[src/rtl/fifo_push_arbiter_if.sv]
// fifo_push_arbiter_if: producer/FIFO push-side bundle; master = producers+FIFO stub, slave = arbiter
interface fifo_push_arbiter_if #(
  parameter int NREQ  = 4,
  parameter int WIDTH = 4
);
  logic [NREQ-1:0]       req;
  logic [NREQ*WIDTH-1:0] req_data;
  logic [NREQ-1:0]       gnt;
  logic                  fifo_push;
  logic [WIDTH-1:0]      fifo_data;
  logic                  fifo_full;
  modport master (output req, req_data, fifo_full, input gnt, fifo_push, fifo_data);
  modport slave  (input req, req_data, fifo_full, output gnt, fifo_push, fifo_data);
endinterface

[src/rtl/fifo_push_arbiter.sv]
// fifo_push_arbiter: round-robin burst arbiter sharing one FIFO push port; ports clk, rst, bus (req/req_data/fifo_full in, gnt/fifo_push/fifo_data out), stat_cnt only with FIFO_ARB_STATS_EN
module fifo_push_arbiter #(
  parameter int NREQ      = 4,
  parameter int WIDTH     = 4,
  parameter int MAX_BURST = 4
) (
  input  logic                 clk,
  input  logic                 rst,
  fifo_push_arbiter_if.slave   bus
`ifdef FIFO_ARB_STATS_EN
  ,
  output logic [NREQ*16-1:0]   stat_cnt
`endif
);
  localparam int PW = NREQ > 1 ? $clog2(NREQ) : 1;
  localparam int CW = $clog2(MAX_BURST) + 1;
  typedef enum logic {IDLE, BURST} state_t;
  state_t        state;
  logic [PW-1:0] owner, sel, p, gnt_idx;
  logic [CW-1:0] burst_cnt;
  logic          found, burst_go, gnt_v;
  always_comb begin
    sel   = owner;
    found = 1'b0;
    p     = owner;
    for (int k = 0; k < NREQ; k++) begin
      p = p == PW'(NREQ - 1) ? '0 : p + 1'b1;
      if (!found && bus.req[p]) begin
        found = 1'b1;
        sel   = p;
      end
    end
    burst_go      = state == BURST && bus.req[owner];
    gnt_idx       = burst_go ? owner : sel;
    gnt_v         = !rst && !bus.fifo_full && (burst_go || found);
    bus.gnt       = gnt_v ? NREQ'(1) << gnt_idx : '0;
    bus.fifo_push = gnt_v;
    bus.fifo_data = gnt_v ? bus.req_data[gnt_idx*WIDTH +: WIDTH] : '0;
  end
  always_ff @(posedge clk) begin
    if (rst) begin
      state     <= IDLE;
      owner     <= PW'(NREQ - 1);
      burst_cnt <= '0;
    end else if (gnt_v && burst_go) begin
      burst_cnt <= burst_cnt + 1'b1;
      state     <= burst_cnt + 1'b1 == CW'(MAX_BURST) ? IDLE : BURST;
    end else if (gnt_v) begin
      owner     <= sel;
      burst_cnt <= CW'(1);
      state     <= MAX_BURST > 1 ? BURST : IDLE;
    end else if (state == BURST && !bus.fifo_full && !bus.req[owner]) begin
      // owner dropped with nobody else waiting: ownership is still released
      state <= IDLE;
    end
  end
`ifdef FIFO_ARB_STATS_EN
  always_ff @(posedge clk) begin
    for (int i = 0; i < NREQ; i++)
      if (rst) stat_cnt[i*16 +: 16] <= '0;
      else if (bus.gnt[i] && bus.req[i] && stat_cnt[i*16 +: 16] != 16'hFFFF)
        stat_cnt[i*16 +: 16] <= stat_cnt[i*16 +: 16] + 16'd1;
  end
`endif
endmodule
[src/flat_wrapper.sv]
// flat-port wrapper written by rule: the top's interface ports become plain ports
module fifo_push_arbiter_flat 
#(
  parameter int NREQ      = 4,
  parameter int WIDTH     = 4,
  parameter int MAX_BURST = 4
)
  (clk, rst, bus_req, bus_req_data, bus_fifo_full, bus_gnt, bus_fifo_push, bus_fifo_data);
  fifo_push_arbiter_if #(.NREQ(NREQ), .WIDTH(WIDTH)) bus_i ();
  input  logic clk;
  input  logic rst;
  input wire logic [$bits(bus_i.req)-1:0] bus_req;
  input wire logic [$bits(bus_i.req_data)-1:0] bus_req_data;
  input wire logic [$bits(bus_i.fifo_full)-1:0] bus_fifo_full;
  output wire logic [$bits(bus_i.gnt)-1:0] bus_gnt;
  output wire logic [$bits(bus_i.fifo_push)-1:0] bus_fifo_push;
  output wire logic [$bits(bus_i.fifo_data)-1:0] bus_fifo_data;
  assign bus_i.req = bus_req;
  assign bus_i.req_data = bus_req_data;
  assign bus_i.fifo_full = bus_fifo_full;
  assign bus_gnt = bus_i.gnt;
  assign bus_fifo_push = bus_i.fifo_push;
  assign bus_fifo_data = bus_i.fifo_data;
  fifo_push_arbiter #(.NREQ(NREQ), .WIDTH(WIDTH), .MAX_BURST(MAX_BURST)) u_core (.clk(clk), .rst(rst), .bus(bus_i));
endmodule
[config.mk]
export PLATFORM = sky130hd
export DESIGN_NAME = fifo_push_arbiter_flat
export DESIGN_NICKNAME = d
export VERILOG_FILES = /design/src/rtl/fifo_push_arbiter_if.sv /design/src/rtl/fifo_push_arbiter.sv /design/src/flat_wrapper.sv
export SDC_FILE = /design/constraint.sdc
export NUM_CORES = 1
export LEC_CHECK = 0
export ABC_CLOCK_PERIOD_IN_PS = 2850
export CORE_MARGIN = 2
export CORE_UTILIZATION = 43
export DETAILED_ROUTE_END_ITERATION = 7
export PLACE_DENSITY = 0.81
export SYNTH_ARGS = -nofsm -noshare
export SYNTH_HDL_FRONTEND = slang
export SYNTH_SLANG_ARGS = --single-unit
[constraint.sdc]
create_clock -name clk -period 2.85 [get_ports clk]
set_input_delay 0.285 -clock clk [delete_from_list [all_inputs] [get_ports clk]]
set_output_delay 0.285 -clock clk [all_outputs]
set_load 0.01 [all_outputs]
==> flow_summary.json <==
{
  "grtUsageTotal": 0.242,
  "clkTransAtPathRegs_ns": 0.04,
  "internal_power_mw": 0.386,
  "ant_nets": 0,
  "die_height_um": 48.0,
  "syn-instance-count": 111,
  "fin_util": 0.812,
  "fin_nets": 194,
  "final-seq-area_sq_um": 123,
  "cts_max_level": 1,
  "fin_crit_ns": 2.80,
  "min_from": "u_core.burst_cnt[0]$_SDFFE_PP0P_",
  "dpl.cell_count": 185,
  "fin_cells": 191,
  "p_switching_mw": 0.244,
  "leakagePower_nw": 0.639,
  "grt_pass1_wl_um": 4010,
  "ir_drop_v": 0.000350,
  "wl_met3_um": 169,
  "fillCellCount": 113,
  "hold_slack_ns": 0.481,
  "reg2regPathDepth": 10,
  "synth_edf_count": 0,
  "wl_met1_um": 1170,
  "reg2reg_from": "u_core.owner[0]$_SDFFE_PP1P_",
  "run_status": "finished clean",
  "p_seq_frac": 0.153,
  "syn_area_per_cell_sq_um": 7.51,
  "ys_types": 38,
  "wl_met2_um": 1610,
  "grt_pass1_vias": 936,
  "crit_type": "reg2out",
  "hp-class": "reg2reg",
  "async_flop_share": 0,
  "clk-insertion-delay-late_ns": 0.23,
  "wl_per_cell_um": 15.9,
  "numCtsBuffers": 3,
  "cap_viol_max_count": 0,
  "worstPathRequired_ns": 2.57,
  "cp-end-kind": "output pin",
  "drt_iter0_drc": 47,
  "multiInputGateArea_sq_um": 711,
  "grt.overflow.total": 0,
  "fmax_mhz": 357,
  "n_antenna_cell": 0,
  "yosysWarnings": 0,
  "remaining_drc_errors": 0,
  "slew_violations": 0,
  "io_pins": 32,
  "drtPass1Iterations": 4,
  "grt_start_max_net_pins": 15,
  "clkSinkCount": 6,
  "cp-startpoint": "u_core.owner[0]$_SDFFE_PP1P_",
  "syn2layout_area_growth_pct": 73.7,
  "synth_top_flop_cell": "dfxtp_1",
  "die-area_sq_um": 2310,
  "fin_tns_setup_ns": 0,
  "hold_depth": 1,
  "place.gp.congestion": 0.889,
  "crit_fanout": 11,
  "final_cell_mix": "buf_4, clkdlybuf4s50_1, o21ai_0, a21oi_1, nor2_1",
  "combPwrFrac": 0.733,
  "synthesis.area_sq_um": 833,
  "post-place-ws_ns": -0.276,
  "die_w_um": 48.0,
  "yosysSeqAreaShare": 0.144,
  "swShare": 0.388,
  "synth-seq-cells": 6,
  "layout.cells.most_common": "buf_4",
  "hold_violations": 0,
  "final_layout_size_suffix_gt1_frac": 0.404,
  "clock-skew-final_ns": 0.000667,
  "core-area_sq_um": 1780,
  "period_share": 0.982,
  "clkPwrFrac": 0.115,
  "totalWireLength_um": 3040,
  "crit_path_start_kind": "register",
  "io_buffers": 31,
  "start_util": 0.467,
  "slew_headroom": 0.779,
  "power.density_nw_per_um2": 435,
  "final-setup-viol-count": 0,
  "cts_tree": "done",
  "vias_per_cell": 5.86,
  "routed.top_layer": "met4",
  "antenna_found_initial": 0,
  "dr_total_vias": 1120,
  "hpwl_um": 2200,
  "cts_root_buf": "clkbuf_4",
  "layout_setup_ws_ns": 0.0502,
  "cts.path.max_buffers": 2,
  "tightest_slew_ns": 0.329,
  "synth_nets": 137,
  "num_rows": 15,
  "cp.arrival_ns": 2.51
}
## sequential cells by signal, summed over array words and instances, names as in the netlist
name / cells
u_core.owner: 2
u_core.state: 1
u_core.burst_cnt: 3
## stage by stage
step | area (sq um) | total power, mW
3_5_place_dp | 1330 | 0.481
5_1_grt | 1450 | 0.665
4_1_cts | 1350 | 0.554
2_1_floorplan | 833 | 0.320
3_3_place_gp | 1330 | 0.468
6_report | 1450 | 0.630
## worst max-delay path, cell delays in order (launching register included)
cell and delay, ns:
dfxtp_2 0.35, buf_6 0.15, mux2_2 0.37, buf_4 0.14, nand3b_2 0.12, nand2_2 0.11
o32ai_4 0.37, buf_12 0.18, mux2i_2 0.24, o22ai_2 0.09, buf_2 0.15
## cell type report
type | count | area share
multi-input cells | 89 | 0.491
repair buffers | 59 | 0.364
flip-flops and latches | 6 | 0.0847
inverters | 9 | 0.0233
well taps | 25 | 0.0216
clock buffers | 3 | 0.0156
## logic make-up after synthesis
| group | count (synthesis) | share of synthesized area |
|---|---|---|
| flops | 6 | 0.144 |
| fa+ha+maj | 3 | 0.0450 |
| simple gates | 31 | 0.203 |
| mux | 12 | 0.177 |
| compound gates | 43 | 0.339 |
| buf+inv | 16 | 0.0916 |
## final timing paths
path | to | slack, ns
max reg2reg | u_core.owner[0]$_SDFFE_PP1P_ | 0.72
min | u_core.burst_cnt[0]$_SDFFE_PP0P_ | 0.48
min reg2reg | u_core.burst_cnt[0]$_SDFFE_PP0P_ | 0.48
max | bus_fifo_data[2] | 0.05
## synthesized netlist by cell type (all sizes together), types with 2 or more instances
cell | n | area share
nand2 | 4 | 0.018
or3 | 2 | 0.015
o22ai | 5 | 0.038
nand2b | 3 | 0.023
mux2 | 2 | 0.027
nor2 | 10 | 0.048
buf | 6 | 0.047
o21ai | 16 | 0.096
a21oi | 12 | 0.086
or2 | 2 | 0.018
inv | 9 | 0.041
mux2i | 8 | 0.096
a31oi | 3 | 0.023
dfxtp | 6 | 0.14
nand3 | 3 | 0.018
ha | 3 | 0.045
mux4 | 2 | 0.054
a22oi | 2 | 0.018
## per-layer routing
layer  up-vias  track usage
li1        529            -
met1       539        0.309
met2        42        0.440
met3        10       0.0113
met4         0       0.0595
met5         -            0
## what timing repair did
item	CTS	global route
endpoints found under the setup margin	8	8
gates cloned	0	1
resized for setup	19	31
pin swaps	0	3
setup buffers	0	2
hold buffers	0	0
## power groups by stage
stage	logic (mW)	registers, mW	clock network (mW)
floorplan	0.223	0.0970	0
global placement	0.373	0.0944	0
detailed placement	0.386	0.0948	0
CTS	0.384	0.0934	0.0764
global route	0.489	0.0968	0.0793
finish	0.461	0.0961	0.0722
No activity file was read; power rests on OpenSTA's default activity.
